$ cat src/rtl/tlp_tap_packer.sv
// tlp_tap_packer
//   Sits between a passive PCIe TLP snoop and the TLP FIFO feeding the
//   Eth/IP/UDP encapsulator. Every snooped TLP becomes a fixed record of
//   TLP_LEN bytes, zero-padded or truncated as needed. Each record is written
//   to the FIFO as one unbroken burst of BEATS words, so the reader never
//   underruns mid-frame. Two record buffers (ping-pong) absorb back-to-back
//   TLPs. A TLP that finds no free buffer is dropped whole and counted.
//
// Ports
//   clk156, sys_rst           clock, asynchronous active-high reset
//   s_tlp_t*                  snooped 64-bit TLP stream (no ready)
//   wr_en, din                FIFO write: din = {tkeep, tdata, tlast, tuser}
//   prog_full                 FIFO almost-full; low means room for a record
//   tlp_count                 records written (wraps)
//   drop_count                TLPs dropped, no free buffer (wraps)
//   trunc_count               TLPs longer than TLP_LEN (wraps)
module tlp_tap_packer #(
  parameter int TLP_LEN = 32
) (
  input  logic        clk156,
  input  logic        sys_rst,
  input  logic        s_tlp_tvalid,
  input  logic [63:0] s_tlp_tdata,
  input  logic [7:0]  s_tlp_tkeep,
  input  logic        s_tlp_tlast,
  input  logic        s_tlp_tuser,
  output logic        wr_en,
  output logic [73:0] din,
  input  logic        prog_full,
  output logic [31:0] tlp_count,
  output logic [31:0] drop_count,
  output logic [31:0] trunc_count
);

  localparam int DATA_W = 64;
  localparam int BEATS  = TLP_LEN / 8;
  localparam int IDX_W  = $clog2(BEATS + 1);
  localparam int AW     = (BEATS > 1) ? $clog2(BEATS) : 1;
  localparam logic [IDX_W-1:0] BEATS_C = IDX_W'(BEATS);
  localparam logic [IDX_W-1:0] LAST_C  = IDX_W'(BEATS - 1);

  typedef enum logic [1:0] {CAP_IDLE, CAP_FILL, CAP_DROP} cap_state_t;
  typedef enum logic {EM_IDLE, EM_BURST} em_state_t;

  // Bytes with a cleared keep bit are stored as zero.
  function automatic logic [DATA_W-1:0] mask_bytes(input logic [DATA_W-1:0] d,
                                                   input logic [7:0] k);
    logic [DATA_W-1:0] r;
    for (int i = 0; i < 8; i++) r[i*8 +: 8] = k[i] ? d[i*8 +: 8] : 8'h00;
    return r;
  endfunction

  // Emitted word: keep is always all-ones, tuser only rides on the last beat.
  function automatic logic [73:0] emit_word(input logic [DATA_W-1:0] d,
                                            input logic use_data,
                                            input logic last,
                                            input logic err);
    return {8'hFF, (use_data ? d : {DATA_W{1'b0}}), last, last & err};
  endfunction

  cap_state_t        cap_state_q, cap_state_d;
  em_state_t         em_state_q,  em_state_d;
  logic              wr_sel_q, wr_sel_d;
  logic              rd_sel_q, rd_sel_d;
  logic [1:0]        full_q, full_d;
  logic [IDX_W-1:0]  cap_idx_q, cap_idx_d;
  logic              trunc_q, trunc_d;
  logic [IDX_W-1:0]  em_k_q, em_k_d;
  logic              wr_en_q, wr_en_d;
  logic [73:0]       din_q, din_d;
  logic [31:0]       tlp_cnt_q, tlp_cnt_d;
  logic [31:0]       drop_cnt_q, drop_cnt_d;
  logic [31:0]       trunc_cnt_q, trunc_cnt_d;

  logic [DATA_W-1:0] buf_data_q [2][BEATS];
  logic [DATA_W-1:0] buf_data_d [2][BEATS];
  logic [IDX_W-1:0]  buf_cnt_q [2];
  logic [IDX_W-1:0]  buf_cnt_d [2];
  logic [1:0]        buf_err_q, buf_err_d;

  logic [DATA_W-1:0] cap_word;
  logic [IDX_W-1:0]  em_nk;
  logic              trunc_now;

  assign cap_word = mask_bytes(s_tlp_tdata, s_tlp_tkeep);
  assign em_nk    = em_k_q + IDX_W'(1);

  always_comb begin
    cap_state_d = cap_state_q;
    em_state_d  = em_state_q;
    wr_sel_d    = wr_sel_q;
    rd_sel_d    = rd_sel_q;
    full_d      = full_q;
    cap_idx_d   = cap_idx_q;
    trunc_d     = trunc_q;
    em_k_d      = em_k_q;
    wr_en_d     = 1'b0;
    din_d       = '0;
    tlp_cnt_d   = tlp_cnt_q;
    drop_cnt_d  = drop_cnt_q;
    trunc_cnt_d = trunc_cnt_q;
    buf_data_d  = buf_data_q;
    buf_cnt_d   = buf_cnt_q;
    buf_err_d   = buf_err_q;
    trunc_now   = trunc_q;

    // Capture: snooped beats into buffer wr_sel
    case (cap_state_q)
      CAP_IDLE: begin
        if (s_tlp_tvalid) begin
          // full_q (not full_d) is used, so a buffer freed this cycle still
          // looks busy to a first beat arriving now.
          if (!full_q[wr_sel_q]) begin
            buf_data_d[wr_sel_q][0] = cap_word;
            buf_cnt_d[wr_sel_q]     = IDX_W'(1);
            buf_err_d[wr_sel_q]     = s_tlp_tuser;
            cap_idx_d               = IDX_W'(1);
            trunc_d                 = 1'b0;
            if (s_tlp_tlast) begin
              full_d[wr_sel_q] = 1'b1;
              wr_sel_d         = ~wr_sel_q;
            end else begin
              cap_state_d = CAP_FILL;
            end
          end else begin
            drop_cnt_d = drop_cnt_q + 32'd1;
            if (!s_tlp_tlast) cap_state_d = CAP_DROP;
          end
        end
      end
      CAP_FILL: begin
        if (s_tlp_tvalid) begin
          if (cap_idx_q < BEATS_C) begin
            buf_data_d[wr_sel_q][cap_idx_q[AW-1:0]] = cap_word;
            buf_cnt_d[wr_sel_q] = cap_idx_q + IDX_W'(1);
            cap_idx_d           = cap_idx_q + IDX_W'(1);
          end else begin
            trunc_now = 1'b1;
          end
          trunc_d             = trunc_now;
          buf_err_d[wr_sel_q] = buf_err_q[wr_sel_q] | s_tlp_tuser;
          if (s_tlp_tlast) begin
            full_d[wr_sel_q] = 1'b1;
            wr_sel_d         = ~wr_sel_q;
            if (trunc_now) trunc_cnt_d = trunc_cnt_q + 32'd1;
            cap_state_d = CAP_IDLE;
          end
        end
      end
      CAP_DROP: begin
        if (s_tlp_tvalid && s_tlp_tlast) cap_state_d = CAP_IDLE;
      end
      default: cap_state_d = CAP_IDLE;
    endcase

    // Emit: buffer rd_sel out to the FIFO; wr_en/din are registered, so the
    // word for beat k is prepared in the cycle before it appears.
    case (em_state_q)
      EM_IDLE: begin
        if (full_q[rd_sel_q] && !prog_full) begin
          em_state_d = EM_BURST;
          em_k_d     = '0;
          wr_en_d    = 1'b1;
          din_d      = emit_word(buf_data_q[rd_sel_q][0],
                                 buf_cnt_q[rd_sel_q] != '0,
                                 LAST_C == '0, buf_err_q[rd_sel_q]);
        end
      end
      EM_BURST: begin
        if (em_k_q == LAST_C) begin
          full_d[rd_sel_q] = 1'b0;
          rd_sel_d         = ~rd_sel_q;
          tlp_cnt_d        = tlp_cnt_q + 32'd1;
          em_state_d       = EM_IDLE;
        end else begin
          em_k_d  = em_nk;
          wr_en_d = 1'b1;
          din_d   = emit_word(buf_data_q[rd_sel_q][em_nk[AW-1:0]],
                              em_nk < buf_cnt_q[rd_sel_q],
                              em_nk == LAST_C, buf_err_q[rd_sel_q]);
        end
      end
      default: em_state_d = EM_IDLE;
    endcase
  end

  // Control and output registers
  always_ff @(posedge clk156 or posedge sys_rst) begin
    if (sys_rst) begin
      cap_state_q <= CAP_IDLE;
      em_state_q  <= EM_IDLE;
      wr_sel_q    <= 1'b0;
      rd_sel_q    <= 1'b0;
      full_q      <= '0;
      cap_idx_q   <= '0;
      trunc_q     <= 1'b0;
      em_k_q      <= '0;
      wr_en_q     <= 1'b0;
      din_q       <= '0;
      tlp_cnt_q   <= '0;
      drop_cnt_q  <= '0;
      trunc_cnt_q <= '0;
    end else begin
      cap_state_q <= cap_state_d;
      em_state_q  <= em_state_d;
      wr_sel_q    <= wr_sel_d;
      rd_sel_q    <= rd_sel_d;
      full_q      <= full_d;
      cap_idx_q   <= cap_idx_d;
      trunc_q     <= trunc_d;
      em_k_q      <= em_k_d;
      wr_en_q     <= wr_en_d;
      din_q       <= din_d;
      tlp_cnt_q   <= tlp_cnt_d;
      drop_cnt_q  <= drop_cnt_d;
      trunc_cnt_q <= trunc_cnt_d;
    end
  end

  // Record storage; only meaningful while the matching full bit is set
  always_ff @(posedge clk156) begin
    buf_data_q <= buf_data_d;
    buf_cnt_q  <= buf_cnt_d;
    buf_err_q  <= buf_err_d;
  end

  assign wr_en       = wr_en_q;
  assign din         = din_q;
  assign tlp_count   = tlp_cnt_q;
  assign drop_count  = drop_cnt_q;
  assign trunc_count = trunc_cnt_q;

endmodule
$ cat config.mk
export PLATFORM = sky130hd
export DESIGN_NAME = tlp_tap_packer
export DESIGN_NICKNAME = d
export VERILOG_FILES = /design/src/rtl/tlp_tap_packer.sv
export SDC_FILE = /design/constraint.sdc
export NUM_CORES = 1
export LEC_CHECK = 0
export ABC_AREA = 1
export BUFFER_PORTS_ARGS = -buffer_cell sky130_fd_sc_hd__buf_2
export CAP_MARGIN = 15
export CORE_MARGIN = 8
export CORE_UTILIZATION = 54
export DETAILED_ROUTE_END_ITERATION = 6
export PLACE_DENSITY = 0.76
export SLEW_MARGIN = 10
export SYNTH_ARGS = -nofsm -noshare
export SYNTH_HDL_FRONTEND = slang
export SYNTH_SLANG_ARGS = --single-unit
$ cat constraint.sdc
create_clock -name clk156 -period 5.75 [get_ports clk156]
set_clock_uncertainty 0.15 [all_clocks]
set_input_delay 0.575 -clock clk156 [delete_from_list [all_inputs] [get_ports clk156]]
set_output_delay 0.575 -clock clk156 [all_outputs]
set_load 0.02 [all_outputs]
==> metrics.txt, run 1 <==
status=complete, but fails checks; failing checks=hold timing; vias post-DR=between 20k and 25k; post-synthesis sequential area ratio=62.9%; Clock Pin Slew Worst Setup and Hold Paths=60 ps; Slew HR=approximately a fifth; Reg2Reg Depth=7; Die Ht=~260 um; die area=66900 um^2; filler cell count=~4.8k; Yosys reg bits=around 700; GRT Total Usage=24.0%; initial antenna violation count=2; num rows=89; slowest cell on the critical path=buf_4; # Max-Cap Violations=0; grt ovf=0; most used cell along the critical path=nand2_1; worst path cell trace=inv_2, nand2_1, nand2_1, nand2_1, nand4_1, nor2_4, buf_4; Core Area=58700 um^2; Synth Warn #=0; CTS-repair resized insts=0; fin crit share=around two thirds; Post-Synthesis Cells=between 3k and 4k; Synth Area in Compound Gates=under 10%; top cell type by total area after synthesis=edfxtp_1; Leak=between 0.015 and 0.02 uW; RSZ-0062 raised after global routing=false; WL per Instance=between 15 and 20 um; final hold violations=30; post-CTS setup buffers=0; Post-Syn Nets=~3.5k; Synth Area in Simple Gates=between 20% and 30%; # H-tree levels=3; Worst EP required=between 5000 and 6000 ps; DRT Wirelength=82100 um; post-synthesis mux area share=0%; gpl congestion=0.846; CTS tree=done; floorplan die width=approximately 260 um; IO Count=between 200 and 250; Starting DRT DRC Count=2393; area growth from synthesis to layout=13.0%; Min Hold Slack=-20.1 ps; Starting Density=54.2%; Routed Antenna Nets=0; CP Class=flop to flop; first-pass iteration count of the detailed router=6; CTS Buffer Depth=3; IO buf count=approximately 250; Synth Area in Adders=0.472%; final setup TNS=0 ps; syn_area_per_cell=between 9 and 10 um^2; HPWL Detailed=between 40000 and 50000 um; XOR/XNOR share of the synthesized area=between 1 and 1.5%; later-pin clock latency in the skew report=620 ps; # clock sinks=roughly 700; CP max stage delay=around 800 ps; startpoint types=flop; Synth area leaders=edfxtp_1 (49%), nand2_1 (15%), dfrtp_1 (14%); Synth top area share=49.1%; Critical Path AT=roughly 3900 ps; Pwr per Cell Area=about 470 nW/um^2; Total Nets Final=between 3k and 4k; root buffer cell=clkbuf_16; Worst-Margin Slew=1200 ps; vias in the first global route=23.3k; share of layout cells above drive strength 1=12.0%; Hold WC Path Type=input port to asynchronous set/reset pin; DRC=0; total CTS buffers=74; final setup vio count=0; Hold Buf Count CTS=0; min Tclk post-route=about 3800 ps; Crit Path Max Fanout=48; first-pass GRT wire length=~130000 um; final core occ=approximately three fifths; Slew Limit Fails=0; largest net degree at the start of global routing=between 100 and 150; FMAX=between 0.2 and 0.3 GHz; maximum VDD drop=between 0.4 and 0.5 mV; Vias/cell=about 5.5; post-synth cell types=33; main combinational cell family by area after synthesis=simple AND/OR/NAND/NOR gates; Mapped Area=31800 um^2; CP Capture Type=flop
[layer usage]
metal | up-vias | GRT usage (%) | part of all wire, %
met4 | 0 | 8.75 | 3.4
met2 | 1090 | 39.5 | 47
li1 | 11500 | - | -
met3 | 193 | 5.00 | 8.9
met1 | 11500 | 31.4 | 40
met5 | - | 0 | 0
[state kept, by name (all words and copies together) (netlist names)]
signal,cells
full_q,2
cap_idx_q,3
buf_data_q,512
buf_cnt_q,6
drop_count,32
tlp_count,32
buf_err_q,2
din,67
em_k_q,3
trunc_q,1
cap_state_q,2
trunc_count,32
wr_sel_q,1
rd_sel_q,1
[cell type report]
cell class,instances,area [um^2],area share [%]
well taps,773,967,2.69
repair buffers,284,1560,4.33
flip-flops and latches,696,20000,55.7
diodes,1,2.50,0.00696
clock inverters,36,475,1.32
inverters,110,433,1.20
multi-input cells,2440,10400,28.9
clock buffers,101,2110,5.86
[Yosys cell counts]
cell type / count
nor3_1: 7
edfxtp_1: 520
clkinv_1: 1
xnor2_1: 11
xor2_1: 28
nor3_2: 1
nor3b_2: 1
inv_2: 6
nor2_4: 3
a31oi_1: 2
o21ai_0: 86
nor2_1: 636
dfrtp_1: 176
inv_1: 103
buf_1: 16
buf_6: 22
o22ai_1: 4
nand3_1: 301
a211oi_1: 2
nor2_2: 5
buf_2: 80
nor2_8: 2
ha_1: 12
nand3_2: 1
o21ai_1: 3
buf_4: 31
a21oi_1: 9
nand2_1: 1266
clkbuf_1: 43
nand3b_1: 35
nand4_1: 23
and2_1: 1
o21bai_1: 1
[worst max-delay path: cells and delay by family, from the launching register on]
kind                   cells  cell delay (ps)
AND/OR/NAND/NOR            5             1730
buffers and inverters      2             1000
flip-flops                 1              540
[power breakdown]
part / total (uW) / switching (uW) / leakage (uW) / internal (uW)
Clock: 5020 / 1990 / 0.00127 / 3030
Sequential: 6250 / 258 / 0.00699 / 5990
Combinational: 5600 / 4160 / 0.00709 / 1440
[through the flow]
| stage | cell area (um^2) | instances | total power (uW) | setup WS, ps |
|---|---|---|---|---|
| finish | 35900 | 4441 | 16900 | 1910 |
| global route | 35900 | 4441 | 17800 | 1670 |
| CTS | 35900 | 4439 | 16900 | 1830 |
| detailed placement | 33300 | 4302 | 11900 | 1860 |
| global placement | 33300 | 4302 | 11800 | 1880 |
| floorplan | 31800 | 3438 | 10300 | 251 |
[final timing paths]
path                                           start                          to  slack [ps]
min reg2reg                tlp_count[30]$_DFFE_PP0P_   tlp_count[30]$_DFFE_PP0P_         350
min                                          sys_rst  drop_count[27]$_DFFE_PP0P_         -20
max                             wr_sel_q$_DFFE_PP0P_   buf_data_q[215]$_DFFE_PP_        1910
min in group clk156                      s_tlp_tlast        wr_sel_q$_DFFE_PP0P_          90
max reg2reg                     wr_sel_q$_DFFE_PP0P_   buf_data_q[215]$_DFFE_PP_        1910
max in group asynchronous                    sys_rst           din[40]$_DFF_PP0_        4130
[layout by cell type (no fill, tap or decap), types with 6 or more instances in the layout]
master,n
nand2_1,1260
nor2_1,628
edfxtp_1,520
nand3_1,301
buf_2,248
dfrtp_1,174
inv_1,100
o21ai_0,86
clkbuf_16,76
nand3b_1,35
buf_4,33
xor2_1,28
nand4_1,23
clkinv_2,14
clkbuf_1,14
nor2_4,12
xnor2_1,11
ha_1,11
clkbuf_8,11
bufinv_16,10
a21oi_1,9
clkinv_1,8
nor3_1,7
inv_2,6
nand2_2,6
[logic make-up (layout without fill, tap and decap cells)]
logic type,after synthesis,count (layout)
AO/OA/AOI/OAI,107,107
XOR/XNOR,39,39
adder cells (fa/ha/maj),12,12
buffers and inverters,302,531
flip-flops,696,696
other,0,1
AND/OR/NAND/NOR,2282,2282
Note: power is estimated with default switching activity, not from simulation.
==> run 2, diff against run 1 <==
==> constraint.sdc (replaced) <==
create_clock -name clk156 -period 3.4 [get_ports clk156]
set_clock_uncertainty 0.15 [all_clocks]
set_input_delay 0.34 -clock clk156 [delete_from_list [all_inputs] [get_ports clk156]]
set_output_delay 0.34 -clock clk156 [all_outputs]
set_load 0.02 [all_outputs]
==> metrics.txt, run 2 (synthesis gave the netlist of run 1 again) <==
status=completed; largest net degree at the start of global routing=200; # clock sinks=696; # H-tree levels=3; max FFs per register=512; later-pin clock latency in the skew report=620 ps; GRT Total Usage=between 20% and 30%; Die Ht=259 um; gpl congestion=about 0.85; Critical Path AT=between 3000 and 4000 ps; CTS tree=done; Pwr per Cell Area=783 nW/um^2; Starting DRT DRC Count=approximately 2.5k; worst slack at placement=between 700 and 800 ps; multi-input logic area=10400 um^2; WL per Instance=18.3 um; Tot Pwr=approximately 28000 uW; CTS-repair resized insts=0; Worst-Margin Slew=~1100 ps; CTS Buffer Depth=3; maximum VDD drop=0.791 mV; CP Class=flop to flop; Slew Limit Fails=0; RSZ-0062 raised after global routing=false; Min Hold Slack=51.4 ps; IO Count=about 250; Crit Path Max Fanout=43; CP Capture Type=flop; FMAX=0.371 GHz; Hold Buf Count CTS=5; final hold violations=0; DRT Wirelength=just over 80000 um; final setup vio count=0; Reg2Reg Depth=10; Slew HR=roughly 29%; Hold WC Path Type=input port to asynchronous set/reset pin; Routed Antenna Nets=0; Leak=about 0.015 uW; vias in the first global route=between 20k and 25k; Worst Setup Slack, final=around 710 ps; FF/Latch Area=between 20000 and 25000 um^2; Worst EP required=between 3000 and 4000 ps; Biggest register=buf_data_q; grt ovf=0; # Max-Cap Violations=0; first-pass iteration count of the detailed router=6; DRC=0; share of layout cells above drive strength 1=11.9%; end of the worst register-to-register path=din[35]$_DFF_PP0_; first-pass GRT wire length=~130000 um; min Tclk post-route=roughly 2700 ps; FF-to-FF Start=em_k_q[0]$_DFFE_PP0P_; floorplan die width=approximately 260 um; Vias/cell=approximately 5.5; die area=between 60000 and 70000 um^2; R2R setup slack=710 ps; fin crit share=79.2%; HPWL Detailed=~48000 um; fin area=between 30000 and 40000 um^2; Clock Pin Slew Worst Setup and Hold Paths=around 60 ps; root buffer cell=clkbuf_16; num rows=89; filler cell count=4794; Total Nets Final=between 3k and 4k; startpoint types=flop; total CTS buffers=between 70 and 80; placed instance area=between 30000 and 40000 um^2; commonest non-fill, non-tap cell in the layout=nand2_1; initial antenna violation count=2; post-CTS setup buffers=0; area growth from synthesis to layout=13.1%; Core Area=between 50000 and 60000 um^2; most frequent cells in the layout=nand2_1 (1260), nor2_1 (628), edfxtp_1 (520); Starting Density=between 50% and 60%; IO buf count=roughly 250; vias post-DR=roughly 24k
[run 2: stage by stage]
step                      TNS [ps]  utilization (%)  cells
final                            0             61.3   4446
after global routing             0             61.3   4446
after CTS                        0             61.3   4445
after detailed placement         0             57.0   4307
after global placement           0             57.0   4307
after floorplan            -528020                -   3438
[run 2: area by class of cell]
class                      count  area share [%]
multi-input combinational   2440            28.9
clock inverter                36            1.17
timing repair buffer         293            4.74
sequential                   696            55.7
inverter                     110            1.19
antenna                        1         0.00696
tap                          773            2.69
clock buffer                  97            5.67
[run 2: worst max path at each step]
stage                                      from                 endpoint  slack (ps)
after global routing      em_k_q[0]$_DFFE_PP0P_        din[33]$_DFF_PP0_         560
after detailed placement  em_k_q[0]$_DFFE_PP0P_        din[31]$_DFF_PP0_         730
final                     em_k_q[0]$_DFFE_PP0P_        din[35]$_DFF_PP0_         710
after CTS                 em_k_q[0]$_DFFE_PP0P_        din[31]$_DFF_PP0_         720
after floorplan            wr_sel_q$_DFFE_PP0P_  buf_data_q[0]$_DFFE_PP_       -1030
after global placement    em_k_q[0]$_DFFE_PP0P_        din[42]$_DFF_PP0_         820
[run 2: metal layers]
layer  global-route usage (%)  share of wire (%)  up-vias
li1                         -                  -    11500
met1                     31.0                 40    11600
met2                     40.6                 48     1086
met3                     4.40                8.8      155
met4                     7.44                2.5        2
met5                        0              0.016        -
[run 2: worst max-delay path, cell delays in order, from the launching register on]
cell,delay (ps)
dfrtp_2,440
ha_1,210
ha_1,320
inv_1,60
ha_1,310
a21oi_1,150
nand2_1,100
nor2_4,120
buf_4,510
nand3_1,150
nand2_1,100
[run 2: power breakdown]
group | leakage, uW | total, uW | switching, uW | internal [uW]
Combinational | 0.00715 | 9430 | 6970 | 2470
Clock | 0.00121 | 8160 | 3300 | 4860
Sequential | 0.00699 | 10600 | 438 | 10100
Total | 0.0153 | 28200 | 10700 | 17500
